$ cat src/rtl/usb_rx_pkg.sv
// -----------------------------------------------------------------------------
// usb_rx_pkg
// Shared constants and types for the USB full-speed receive path.
//   BITS_PER_BYTE     data bits per byte (stuffed bits never counted)
//   DEF_CLKS_PER_BIT  default system clocks per USB bit time
//   DEF_SAMPLE_POINT  default phase at which a bit is sampled
//   PHASE_W           width of the bit-phase counter (covers up to 15 clocks)
// -----------------------------------------------------------------------------
package usb_rx_pkg;

    localparam int BITS_PER_BYTE    = 8;
    localparam int DEF_CLKS_PER_BIT = 8;
    localparam int DEF_SAMPLE_POINT = 3;
    localparam int PHASE_W          = 4;
    localparam int BIT_CNT_W        = $clog2(BITS_PER_BYTE);

    typedef logic [PHASE_W-1:0]   phase_t;
    typedef logic [BIT_CNT_W-1:0] bit_cnt_t;

endpackage : usb_rx_pkg

$ cat src/rtl/rx_phase_counter.sv
// -----------------------------------------------------------------------------
// rx_phase_counter
// Loadable wrap counter tracking the phase within one USB bit time.
// Priority: clear > load > enable. When enabled it counts 0..WRAP-1 and wraps.
//   clk       system clock
//   n_rst     asynchronous active-low reset
//   clear     synchronous clear to 0
//   load      synchronous load of load_val
//   load_val  value loaded when load is high
//   enable    count enable
//   phase     current phase
// -----------------------------------------------------------------------------
module rx_phase_counter
    import usb_rx_pkg::*;
#(
    parameter int WRAP = DEF_CLKS_PER_BIT
) (
    input  logic   clk,
    input  logic   n_rst,
    input  logic   clear,
    input  logic   load,
    input  phase_t load_val,
    input  logic   enable,
    output phase_t phase
);

    localparam phase_t LAST = phase_t'(WRAP - 1);

    always_ff @(posedge clk or negedge n_rst) begin
        if (!n_rst) begin
            phase <= '0;
        end else if (clear) begin
            phase <= '0;
        end else if (load) begin
            phase <= load_val;
        end else if (enable) begin
            phase <= (phase == LAST) ? '0 : phase + 1'b1;
        end
    end

endmodule : rx_phase_counter

$ cat src/rtl/timer_decode.sv
// -----------------------------------------------------------------------------
// timer_decode
// Receive-side bit/byte timer for the USB full-speed receiver. Tracks bit
// phase, re-aligns it on every line transition, strobes the shift register
// at the sample point and pulses once per 8 counted (non-stuffed) bits.
//   clk            system clock
//   n_rst          asynchronous active-low reset
//   rcving         packet reception in progress
//   d_edge         single-cycle line transition pulse
//   stuff_skip     bit sampled this cycle is a stuffed bit
//   clear          synchronous clear of all counters
//   shift_enable   sample/shift strobe to the receive shift register
//   byte_received  one-cycle pulse after the 8th counted bit
//   bit_count      counted bits in the current byte
// -----------------------------------------------------------------------------
module timer_decode
    import usb_rx_pkg::*;
#(
    parameter int CLKS_PER_BIT = DEF_CLKS_PER_BIT,
    parameter int SAMPLE_POINT = DEF_SAMPLE_POINT
) (
    input  logic       clk,
    input  logic       n_rst,
    input  logic       rcving,
    input  logic       d_edge,
    input  logic       stuff_skip,
    input  logic       clear,
    output logic       shift_enable,
    output logic       byte_received,
    output logic [2:0] bit_count
);

    localparam phase_t   SAMPLE_PHASE = phase_t'(SAMPLE_POINT);
    // An edge cycle counts as phase 0 of the new bit, so the cycle after
    // it is phase 1.
    localparam phase_t   EDGE_RELOAD  = phase_t'(1);
    localparam bit_cnt_t LAST_BIT     = bit_cnt_t'(BITS_PER_BYTE - 1);

    phase_t phase;
    logic   hold;
    logic   counted;

    // Idle or explicit clear parks every counter at zero.
    assign hold = !rcving || clear;

    rx_phase_counter #(
        .WRAP (CLKS_PER_BIT)
    ) u_phase (
        .clk      (clk),
        .n_rst    (n_rst),
        .clear    (hold),
        .load     (d_edge),
        .load_val (EDGE_RELOAD),
        .enable   (rcving),
        .phase    (phase)
    );

    // Decoded from registered phase only: an edge landing on the sample
    // cycle still samples, and the resync shows up one cycle later.
    assign shift_enable = rcving && !clear && (phase == SAMPLE_PHASE);

    assign counted = shift_enable && !stuff_skip;

    always_ff @(posedge clk or negedge n_rst) begin
        if (!n_rst) begin
            bit_count     <= '0;
            byte_received <= 1'b0;
        end else if (hold) begin
            bit_count     <= '0;
            byte_received <= 1'b0;
        end else begin
            // Byte completes when the 8th counted bit wraps the counter;
            // the counter runs straight on into the next byte.
            byte_received <= counted && (bit_count == LAST_BIT);
            if (counted) begin
                bit_count <= bit_count + 1'b1;
            end
        end
    end

endmodule : timer_decode

$ cat config.mk
export PLATFORM = sky130hd
export DESIGN_NAME = timer_decode
export DESIGN_NICKNAME = d
export VERILOG_FILES = /design/src/rtl/usb_rx_pkg.sv /design/src/rtl/rx_phase_counter.sv /design/src/rtl/timer_decode.sv
export SDC_FILE = /design/constraint.sdc
export NUM_CORES = 1
export LEC_CHECK = 0
export BUFFER_PORTS_ARGS = -buffer_cell sky130_fd_sc_hd__buf_2
export CAP_MARGIN = 40
export CELL_PAD_IN_SITES_DETAIL_PLACEMENT = 1
export CELL_PAD_IN_SITES_GLOBAL_PLACEMENT = 2
export CORE_ASPECT_RATIO = 1.25
export CORE_MARGIN = 2
export CORE_UTILIZATION = 29
export CTS_CLUSTER_SIZE = 40
export DETAILED_ROUTE_END_ITERATION = 12
export PLACE_DENSITY = 0.73
export SYNTH_ARGS = -nofsm -noshare
export SYNTH_HDL_FRONTEND = slang
export SYNTH_HIERARCHICAL = 1
export SYNTH_SLANG_ARGS = --single-unit
$ cat constraint.sdc
create_clock -name clk -period 1.6 [get_ports clk]
set_input_delay 0.48 -clock clk [delete_from_list [all_inputs] [get_ports clk]]
set_output_delay 0.48 -clock clk [all_outputs]
set_load 0.01 [all_outputs]
Word level (Yosys, flattened, before mapping)

Cells that the tools add are included.

$add $sub $neg: 2
Equal/unequal tests: 3
Muxes and demuxes: 7
Reductions and logical operators: 10

Operator list:

| cell                                                 | number |
|---|---|
| two-way mux 4 bit                                    | 4 |
| two-way mux 3 bit                                    | 2 |
| adder 4 x 1 -> 4 bit (second input constant)         | 1 |
| equality test 4 x 2 -> 1 bit (second input constant) | 1 |
| equality test 4 x 3 -> 1 bit (second input constant) | 1 |
| logical AND 1 bit                                    | 4 |
| adder 3 x 1 -> 3 bit (second input constant)         | 1 |
| equality test 3 bit (second input constant)          | 1 |
| logical NOT 1 bit                                    | 3 |
| nonzero test 3 bit                                   | 1 |
| nonzero test 2 bit                                   | 1 |
| logical OR 1 bit                                     | 1 |
| two-way mux 1 bit                                    | 1 |

Bits in registers: 8
Input port bits: 6
Output and inout bits: 5
Logic and storage cells: 25

Logic depth before layout (Yosys ltp)

Gate-level depths: netlist of run 1.

Word-level depth: 6
Depth in mapped cells: 5

By module

The synthesis of run 1 kept the hierarchy.

By module, submodules not included:

| module           | instances | cells each | area an instance (sq um) | sequential area each (sq um) |
|---|---|---|---|---|
| timer_decode     | 1         | 25         | 245.2                    | 100.1 |
| rx_phase_counter | 1         | 25         | 234.0                    | 100.1 |

Worst setup path after synthesis of run 1

Ideal clock, no wire load.

Path type: input-to-output
From: input port rcving
To: output port shift_enable
Arrival time: 1.107 ns
Data required time: 1.120 ns
Setup slack: 0.013 ns
Stages on the path: 3
Path through: nor2b_4 inv_2 nor4_1

Cells in the longest elaborated chain, start to end: 2

RTL lines:

| item                            | line               | source |
|---|---|---|
| from (decl)                     | timer_decode.sv:24 | `input logic rcving,` |
| logical AND 1 bit (2 in series) | timer_decode.sv:60 | `assign shift_enable = rcving && !clear && (phase == SAMPLE_PHASE);` |
| to (decl)                       | timer_decode.sv:28 | `output logic shift_enable,` |

No other way between the ends.

Final worst setup path of run 1

Ends and elaborated chain as after synthesis.

==> results of run 1 <==
-- layout make-up --
class	count	area, um^2	share of cell area
timing repair buffer	17	115	0.179
sequential	8	200	0.312
multi-input combinational	35	251	0.392
inverter	8	30.0	0.0468
clock buffer	3	22.5	0.0351
tap	18	22.5	0.0351
-- Yosys cell counts --
cell      count  area [um^2]
dfrtp_1       8          200
nand2_1       8         30.0
inv_1         7         26.3
nor2_1        4         15.0
ha_1          3         37.5
mux2i_1       3         30.0
a21oi_1       2         10.0
conb_1        2         7.51
a211oi_1      1         7.51
a221oi_1      1         8.76
a311o_1       1         10.0
a311oi_2      1         15.0
buf_6         1         11.3
inv_2         1         3.75
mux2_2        1         11.3
nand4_1       1         6.26
nor2b_4       1         13.8
nor4_1        1         6.26
or3_1         1         6.26
or4b_4        1         13.8
xor2_1        1         8.76
-- worst paths after layout --
| kind | from | end | slack (ns) | depth (start not counted) |
|---|---|---|---|---|
| min in group clk | bit_count[0] | bit_count[0] | 0.53 | 1 |
| max in group asynchronous | n_rst | u_phase/phase[0] | 1.37 | 1 |
| setup reg to reg | u_phase/phase[0] | u_phase/phase[0] | 0.13 | 4 |
| setup / recovery | rcving | shift_enable | -0.003 | 5 |
| hold / removal | n_rst | byte_received | 0.05 | 1 |
| hold reg to reg | bit_count[0] | bit_count[0] | 0.53 | 1 |
-- cells by family after synthesis --
logic type,Yosys count,share of synthesized area
AO/OA/AOI/OAI,6,0.107
XOR/XNOR,1,0.0183
adder cells (fa/ha/maj),3,0.0783
buffers and inverters,9,0.0862
flip-flops,8,0.418
multiplexers,4,0.0862
other,2,0.0157
AND/OR/NAND/NOR,17,0.191
-- through the flow --
step                      std cells  hold slack (ns)
after floorplan                  52            0.184
after global placement           82            0.341
after detailed placement         82            0.339
after CTS                        89           0.0559
after global routing             89           0.0630
final                            89           0.0528
-- metal layers --
metal / share of wire / vias up
li1: - / 204
met1: 0.38 / 215
met2: 0.56 / 15
met3: 0.062 / 0
met4: 0 / 0
met5: 0 / -
-- repair_timing --
item,4_1_cts,5_1_grt
endpoints found under the hold margin,0,0
resized for setup,1,3
pin swaps,1,1
endpoints found under the setup margin,1,1
buffers inserted,4,0
-- critical path: cells and delay by family --
kind / cells / cell delay (ns)
buffers and inverters: 3 / 0.29
AND/OR/NAND/NOR: 2 / 0.35
-- registers in the layout, summed over array words and instances (netlist names) --
| signal | count |
|---|---|
| byte_received | 1 |
| u_phase/phase | 4 |
| bit_count | 3 |
-- power by group through the flow --
stage	clock, mW	sequential (mW)	combinational (mW)
2_1_floorplan	0	0.214	0.0229
3_3_place_gp	0	0.216	0.0457
3_5_place_dp	0	0.216	0.0464
4_1_cts	0.169	0.209	0.0564
5_1_grt	0.177	0.210	0.0657
6_report	0.162	0.210	0.0586
==> out/results.ini, run 1 <==
[outcome]
status = finished, violations left
failed_checks = setup timing

[layout]
layout-drive-gt1-share = 0.366
layout.nets = 82
syn2layout_area_growth_pct = 33.9
final_cell_mix = 8 x nand2_1, 8 x dfrtp_1, 8 x buf_2
fillCellCount = 200
antennaDiodeCount = 0
utilization = 0.411
fin_area_um2 = 642

[worst_hold_path]
hold_class = in -> async

[sta]
setup_viol = 1
final_max_slew_viol_count = 0
min_period_ns = 1.60
tns_ns = -0.00325
finClkSkew_ns = 0.00653
fin_crit_sh = 1.00
max_freq_mhz = 624
rsz0062_at_grt = true
fin_ws_ns = -0.00325
hold_viol_final = 0

[global_routing]
grt_usage = 0.145
use_met2 = 0.235
busiest_layer = met2
grt_pass1_wl_mm = 1.91
antenna_found_initial = 0
grt_overflow_total = 0
use_met1 = 0.157
grt_max_degree = 9
grt_use_met3 = 0.0405
grt_pass1_vias = 431

[place]
portBuffers = 10
dpl_cell_area_um2 = 571
pre_cts_ws_ns = -0.0816
dp_hpwl_um = 805
gp_congestion = 0.747

[synth]
syn_avg_cell_area_um2 = 9.58
ys_ff_latch = 8
synth_cell_types = 21
synthesis.instances = 50
yosysSeqAreaShare = 0.418
synth_warnings = 6
synthesis.area_um2 = 479

[power_and_ir_drop]
power_leakage_nw = 0.357
vdd_drop_max_v = 0.000245
p_sw_frac = 0.251
p_comb_frac = 0.136
p_sw_mw = 0.108
power.density_nw_per_um2 = 671
seqPwrFrac = 0.487
power_frac_clock = 0.377
power.internal_mw = 0.322
power_mw = 0.431

[critical_path]
cp-start-kind = input port
critical_path.max_fanout = 3
worstPathCellList = buf_6 -> nor2b_4 -> inv_2 -> nor4_2 -> buf_2
slowest_delay_ns = 0.21
critPathCaptureType = output port
crit_arrival_ns = 1.12
worst-setup-path-type = in -> out
cpMaxStageDelayCell = nor4_2
worstPathRequired_ns = 1.12

[clock_network]
path_clk_slew_ns = 0.06
clk_latency_ns = 0.26
numCtsBuffers = 3
root_buffer = clkbuf_4
cts-hold-fix-buffers = 0
clockBufferDepth = 2
h-tree-depth = 1
clock_sinks = 8
cts_tree = built

[die]
start_util = 0.307
core_area_um2 = 1560
die_w_um = 40.4
die_h_um = 49.5
rows = 16
dieArea_um2 = 2000
num_io_pins = 11

[routing]
drtPass1Iterations = 4
drt-initial-drc-count = 3
final_antenna_net_count = 0
num_vias = 434
drc = 0
wl_per_cell_um = 12.3
routed_wl_mm = 1.09
vias_per_cell = 4.88

[flow_run]
drv_cap = 0

Power figures use the tool's default switching activity.
==> run 2, diff against run 1 <==
--- a/config.mk
+++ b/config.mk
@@ -15,6 +15,7 @@
 export CTS_CLUSTER_SIZE = 40
 export DETAILED_ROUTE_END_ITERATION = 12
 export PLACE_DENSITY = 0.73
+export RECOVER_POWER = 100
 export SYNTH_ARGS = -nofsm -noshare
 export SYNTH_HDL_FRONTEND = slang
 export SYNTH_HIERARCHICAL = 1
==> run 2 against run 1 <==
  * The run still ends with setup timing left
  * Worst setup slack is essentially flat
  * Power shrank 0.22%
  * Non-clock buffer count unchanged
  * Highest routed layer unchanged
  * Largest cell class unchanged
  * Die area unchanged
  * Global-route usage unchanged
  * Core utilization down 0.88 points
  * Maximum frequency barely moved
  * Clock skew down 0.0019 ns
==> out/results.ini, run 2 (synthesis gave the netlist of run 1 again) <==
[outcome]
status = finished, violations left
failed_checks = setup timing

[sta]
setup_viol = 1  ; unchanged
final_max_slew_viol_count = 0  ; unchanged
min_period_ns = 1.60  ; -0.000457 ns
fin_crit_sh = 1.00  ; about the same
max_freq_mhz = 624  ; about the same
fin_ws_ns = -0.00279  ; +0.000457 ns
tns_ns = -0.00279  ; +0.000457 ns
hold_viol_final = 0  ; unchanged
rsz0062_at_grt = true
finClkSkew_ns = 0.00459  ; -0.00195 ns

[clock_network]
clock_sinks = 8  ; unchanged
clockBufferDepth = 2  ; unchanged
cts_tree = built
cts-hold-fix-buffers = 0  ; unchanged
root_buffer = clkbuf_4
path_clk_slew_ns = 0.06  ; about the same
h-tree-depth = 1  ; unchanged
clk_latency_ns = 0.26  ; about the same
numCtsBuffers = 3  ; unchanged

[layout]
largest_reg_flops = 4  ; unchanged
antennaDiodeCount = 0  ; unchanged
fillCellCount = 201  ; +0.50%
syn2layout_area_growth_pct = 31.1
seq_area_um2 = 200  ; unchanged
reg_top3 = u_phase/phase (4), bit_count (3), byte_received (1)
final_cell_mix = 8 x nand2_1, 8 x dfrtp_1, 7 x inv_1, 7 x clkbuf_1, 5 x buf_4
layout-drive-gt1-share = 0.268  ; -0.0986
utilization = 0.402  ; -0.00881
multiInputGateArea_um2 = 251  ; unchanged
layout.nets = 82  ; unchanged
top_register = u_phase/phase
final_cells = 89  ; unchanged

[routing]
final_antenna_net_count = 0  ; unchanged
drc = 0  ; unchanged
vias_per_cell = 4.74  ; -2.8%
wl_per_cell_um = 12.1  ; -1.6%
num_vias = 422  ; -2.8%
routed_wl_mm = 1.07  ; -1.6%
drt-initial-drc-count = 4  ; +1
drtPass1Iterations = 3  ; -1

[global_routing]
grt_pass1_vias = 431  ; unchanged
grt_pass1_wl_mm = 1.91  ; unchanged
grt_max_degree = 9  ; unchanged
antenna_found_initial = 0  ; unchanged
grt_overflow_total = 0  ; unchanged
grt_usage = 0.145  ; unchanged

[power_and_ir_drop]
power_mw = 0.430  ; -0.22%
p_comb_frac = 0.130  ; -0.006
p_sw_mw = 0.109  ; +1.2%
power.internal_mw = 0.320  ; -0.70%
p_sw_frac = 0.255  ; +0.00358
power_frac_clock = 0.382  ; +0.005
seqPwrFrac = 0.488  ; about the same
vdd_drop_max_v = 0.000244  ; -0.58%
power.density_nw_per_um2 = 684  ; +2.0%
power_leakage_nw = 0.328  ; -8.0%

[critical_path]
r2r_start = u_phase/phase[0]
critical_path.max_fanout = 3  ; unchanged
worst-setup-path-type = in -> out
r2r_cells = 4  ; unchanged
worst-r2r-setup-slack_ns = 0.13  ; about the same
crit_arrival_ns = 1.12  ; about the same
worstPathRequired_ns = 1.12  ; about the same
cp-start-kind = input port
r2r_end = u_phase/phase[0]
critPathCaptureType = output port

[die]
num_io_pins = 11  ; unchanged
die_h_um = 49.5  ; unchanged
die_w_um = 40.4  ; unchanged
start_util = 0.307  ; unchanged
dieArea_um2 = 2000  ; unchanged
core_area_um2 = 1560  ; unchanged
rows = 16  ; unchanged

[worst_hold_path]
hold_class = in -> async

[place]
gp_congestion = 0.747  ; unchanged
portBuffers = 10  ; unchanged
dp.cells = 82  ; unchanged
pre_cts_ws_ns = -0.0816  ; unchanged
dp_hpwl_um = 805  ; unchanged

[flow_run]
drv_cap = 0  ; unchanged

## run 2: cell types whose count changed in the layout (fill, tap and decap cells not counted)
cell      change
buf_2         -5
clkbuf_1      +7
buf_4         -2
## run 2: critical path, cell delays in order
cell	delay [ns]
buf_6	0.07
nor2b_4	0.14
inv_2	0.05
nor4_2	0.21
buf_2	0.17
## run 2: power groups by stage
stage	Combinational [mW]	Sequential [mW]	Clock [mW]
6_report	0.0559	0.210	0.164
5_1_grt	0.0633	0.210	0.177
4_1_cts	0.0564	0.209	0.169
3_5_place_dp	0.0464	0.216	0
3_3_place_gp	0.0457	0.216	0
2_1_floorplan	0.0229	0.214	0
## run 2: layer usage
layer	up-vias	GRT usage	share of wire
met1	208	0.157	0.38
met2	10	0.235	0.57
met4	0	0.0833	0
li1	204	-	-
met3	0	0.0405	0.057
met5	-	0	0
## run 2: timing repair
action,4_1_cts,5_1_grt
resized for setup,1,3
pin swaps,1,1
setup endpoints to repair,1,1
setup buffers,4,0
## run 2: cell type report
cell class / instances / area share
multi-input combinational: 35 / 0.400
sequential: 8 / 0.319
timing repair buffer: 17 / 0.161
inverter: 8 / 0.0478
clock buffer: 3 / 0.0359
tap: 18 / 0.0359
## run 2: how the worst max path moves through the flow
stage,startpoint,end,slack [ns]
global placement,rcving,shift_enable,-0.03
CTS,u_phase/phase[3],shift_enable,0.01
global route,rcving,shift_enable,-0.07
floorplan,rcving,shift_enable,0.01
detailed placement,rcving,shift_enable,-0.08
finish,rcving,shift_enable,-0.003
## run 2: per-stage QoR
| step | instance area [um^2] | hold slack, ns |
|---|---|---|
| floorplan | 487 | 0.184 |
| global placement | 571 | 0.341 |
| detailed placement | 571 | 0.339 |
| CTS | 629 | 0.0559 |
| global route | 628 | 0.178 |
| finish | 628 | 0.134 |
==> run 3, diff against run 2 <==
--- a/config.mk
+++ b/config.mk
@@ -5,15 +5,14 @@
 export SDC_FILE = /design/constraint.sdc
 export NUM_CORES = 1
 export LEC_CHECK = 0
-export BUFFER_PORTS_ARGS = -buffer_cell sky130_fd_sc_hd__buf_2
 export CAP_MARGIN = 40
 export CELL_PAD_IN_SITES_DETAIL_PLACEMENT = 1
 export CELL_PAD_IN_SITES_GLOBAL_PLACEMENT = 2
-export CORE_ASPECT_RATIO = 1.25
-export CORE_MARGIN = 2
-export CORE_UTILIZATION = 29
+export CORE_MARGIN = 3
+export CORE_UTILIZATION = 34
 export CTS_CLUSTER_SIZE = 40
 export DETAILED_ROUTE_END_ITERATION = 12
+export DONT_BUFFER_PORTS = 1
 export PLACE_DENSITY = 0.73
 export RECOVER_POWER = 100
 export SYNTH_ARGS = -nofsm -noshare
==> run 3 against run 2 <==
  * Final area shrank 6.0%
  * Global-route usage down 2.1 points
  * Via count fell by 9.5%
  * Sequential cell count unchanged
  * Routed wire length increased by 4.5%
  * Combinational power down 19%
  * Highest routed layer unchanged
  * The run now ends clean
  * Register-to-register slack got worse by 0.06 ns
==> out/results.ini, run 3 (synthesis gave the netlist of run 1 again) <==
[sta]
final_max_slew_viol_count = 0  ; unchanged
min_period_ns = 1.60  ; -0.00515 ns
max_freq_mhz = 626  ; +0.32%
setup_viol = 0  ; -1
fin_crit_sh = 0.999  ; -0.00322
hold_viol_final = 0  ; unchanged
rsz0062_at_grt = true
finClkSkew_ns = 0.00574  ; +0.00115 ns

[routing]
drt-initial-drc-count = 0  ; -4
wl_per_cell_um = 14.9  ; +24%
routed_wl_mm = 1.12  ; +4.5%
drc = 0  ; unchanged
drtPass1Iterations = 1  ; -2
final_antenna_net_count = 0  ; unchanged
vias_per_cell = 5.09  ; +7.4%
num_vias = 382  ; -9.5%

[clock_network]
clk_latency_ns = 0.25  ; about the same
path_clk_slew_ns = 0.05  ; about the same
clock_sinks = 8  ; unchanged
h-tree-depth = 1  ; unchanged
root_buffer = clkbuf_4
numCtsBuffers = 3  ; unchanged
cts_tree = built
clockBufferDepth = 2  ; unchanged

[flow_run]
drv_cap = 0  ; unchanged

[die]
core_area_um2 = 1220  ; -22%
dieArea_um2 = 1900  ; -5.0%
die_w_um = 43.5  ; +7.9%
die_h_um = 43.5  ; -12%
num_io_pins = 11  ; unchanged
start_util = 0.394  ; +0.0871
rows = 12  ; -4

[place]
dp_hpwl_um = 852  ; +5.8%
gp_congestion = 0.753  ; +0.76%
dpl_cell_area_um2 = 515  ; -9.6%
portBuffers = 0  ; -10

[layout]
fin_area_um2 = 591  ; -6.0%
seq_area_um2 = 203  ; +1.2%
layout-drive-gt1-share = 0.295  ; +0.0275
final_cell_mix = 7 x inv_1, 7 x nand2_1, 6 x dfrtp_1, 6 x buf_4
antennaDiodeCount = 0  ; unchanged
reg_top3 = u_phase/phase (4), bit_count (3), byte_received (1)
syn2layout_area_growth_pct = 23.2
layout.nets = 72  ; -12%
multiInputGateArea_um2 = 263  ; +4.5%
largest_reg_flops = 4  ; unchanged
fillCellCount = 148  ; -26%
top_register = u_phase/phase

[global_routing]
grt_overflow_total = 0  ; unchanged
antenna_found_initial = 0  ; unchanged
grt_pass1_vias = 404  ; -6.3%
grt_pass1_wl_mm = 1.66  ; -13%
grt_max_degree = 9  ; unchanged
grt_usage = 0.124  ; -0.0207

[power_and_ir_drop]
power_leakage_nw = 0.303  ; -7.8%
power_mw = 0.409  ; -4.9%
vdd_drop_max_v = 0.000478  ; +96%
power.density_nw_per_um2 = 692  ; +1.1%

[critical_path]
worst-setup-path-type = in -> out
critical_path.max_fanout = 5  ; +2
critPathCaptureType = output port
crit_path_start = rcving
crit_arrival_ns = 1.12  ; about the same
worstPathRequired_ns = 1.12  ; about the same
worst-r2r-setup-slack_ns = 0.07  ; -0.06 ns
r2r_start = u_phase/phase[0]
cp-start-kind = input port

[worst_hold_path]
hold_class = in -> reg
hold_start = stuff_skip

[outcome]
status = completed

run 3: routing by layer:
metal	vias up	GRT usage	wire, um
met3	0	0.0871	81
met4	0	0.0181	0
met2	10	0.224	614
met5	-	0	0
met1	188	0.116	426
li1	184	-	-
run 3: final cells by class:
class	instances	share of cell area
Clock buffer	3	0.0381
Inverter	8	0.0508
Multi-Input combinational cell	35	0.445
Sequential cell	8	0.343
Tap cell	14	0.0297
Timing Repair Buffer	7	0.0932
run 3: repair_timing:
action,CTS,global route
endpoints found under the setup margin,1,1
resized for setup,3,2
hold endpoints to repair,8,0
cloned,0,0
setup buffers,1,2
pin swaps,1,0
hold buffers,1,0
run 3: path summary, 6_finish.rpt:
kind | end | depth (start not counted)
max in group asynchronous | u_phase/phase[3] | 1
min in group asynchronous | byte_received | 1
hold / removal | byte_received | 2
setup reg to reg | u_phase/phase[3] | 4
setup / recovery | shift_enable | 4
hold reg to reg | bit_count[0] | 1
run 3: power by group:
part	switching [mW]	internal [mW]	total, mW
Clock	0.0639	0.0855	0.149
Sequential	0.00651	0.207	0.214
Combinational	0.0234	0.0217	0.0452
run 3: metrics by stage:
| stage | hold WS [ns] | std cells | utilization | setup WS (ns) | setup TNS, ns |
|---|---|---|---|---|---|
| floorplan | 0.184 | 52 | - | 0.0134 | 0 |
| global placement | 0.185 | 68 | 0.424 | 0.0806 | 0 |
| detailed placement | 0.185 | 68 | 0.424 | -0.00750 | -0.00750 |
| CTS | 0.451 | 73 | 0.464 | 0.00476 | 0 |
| global route | 0.441 | 75 | 0.486 | -0.0557 | -0.0557 |
| finish | 0.451 | 75 | 0.486 | 0.00236 | 0 |
run 3: worst max-delay path, stage by stage:
cell	delay [ns]
nor2b_4	0.13
inv_2	0.07
nor4_4	0.27
buf_4	0.16
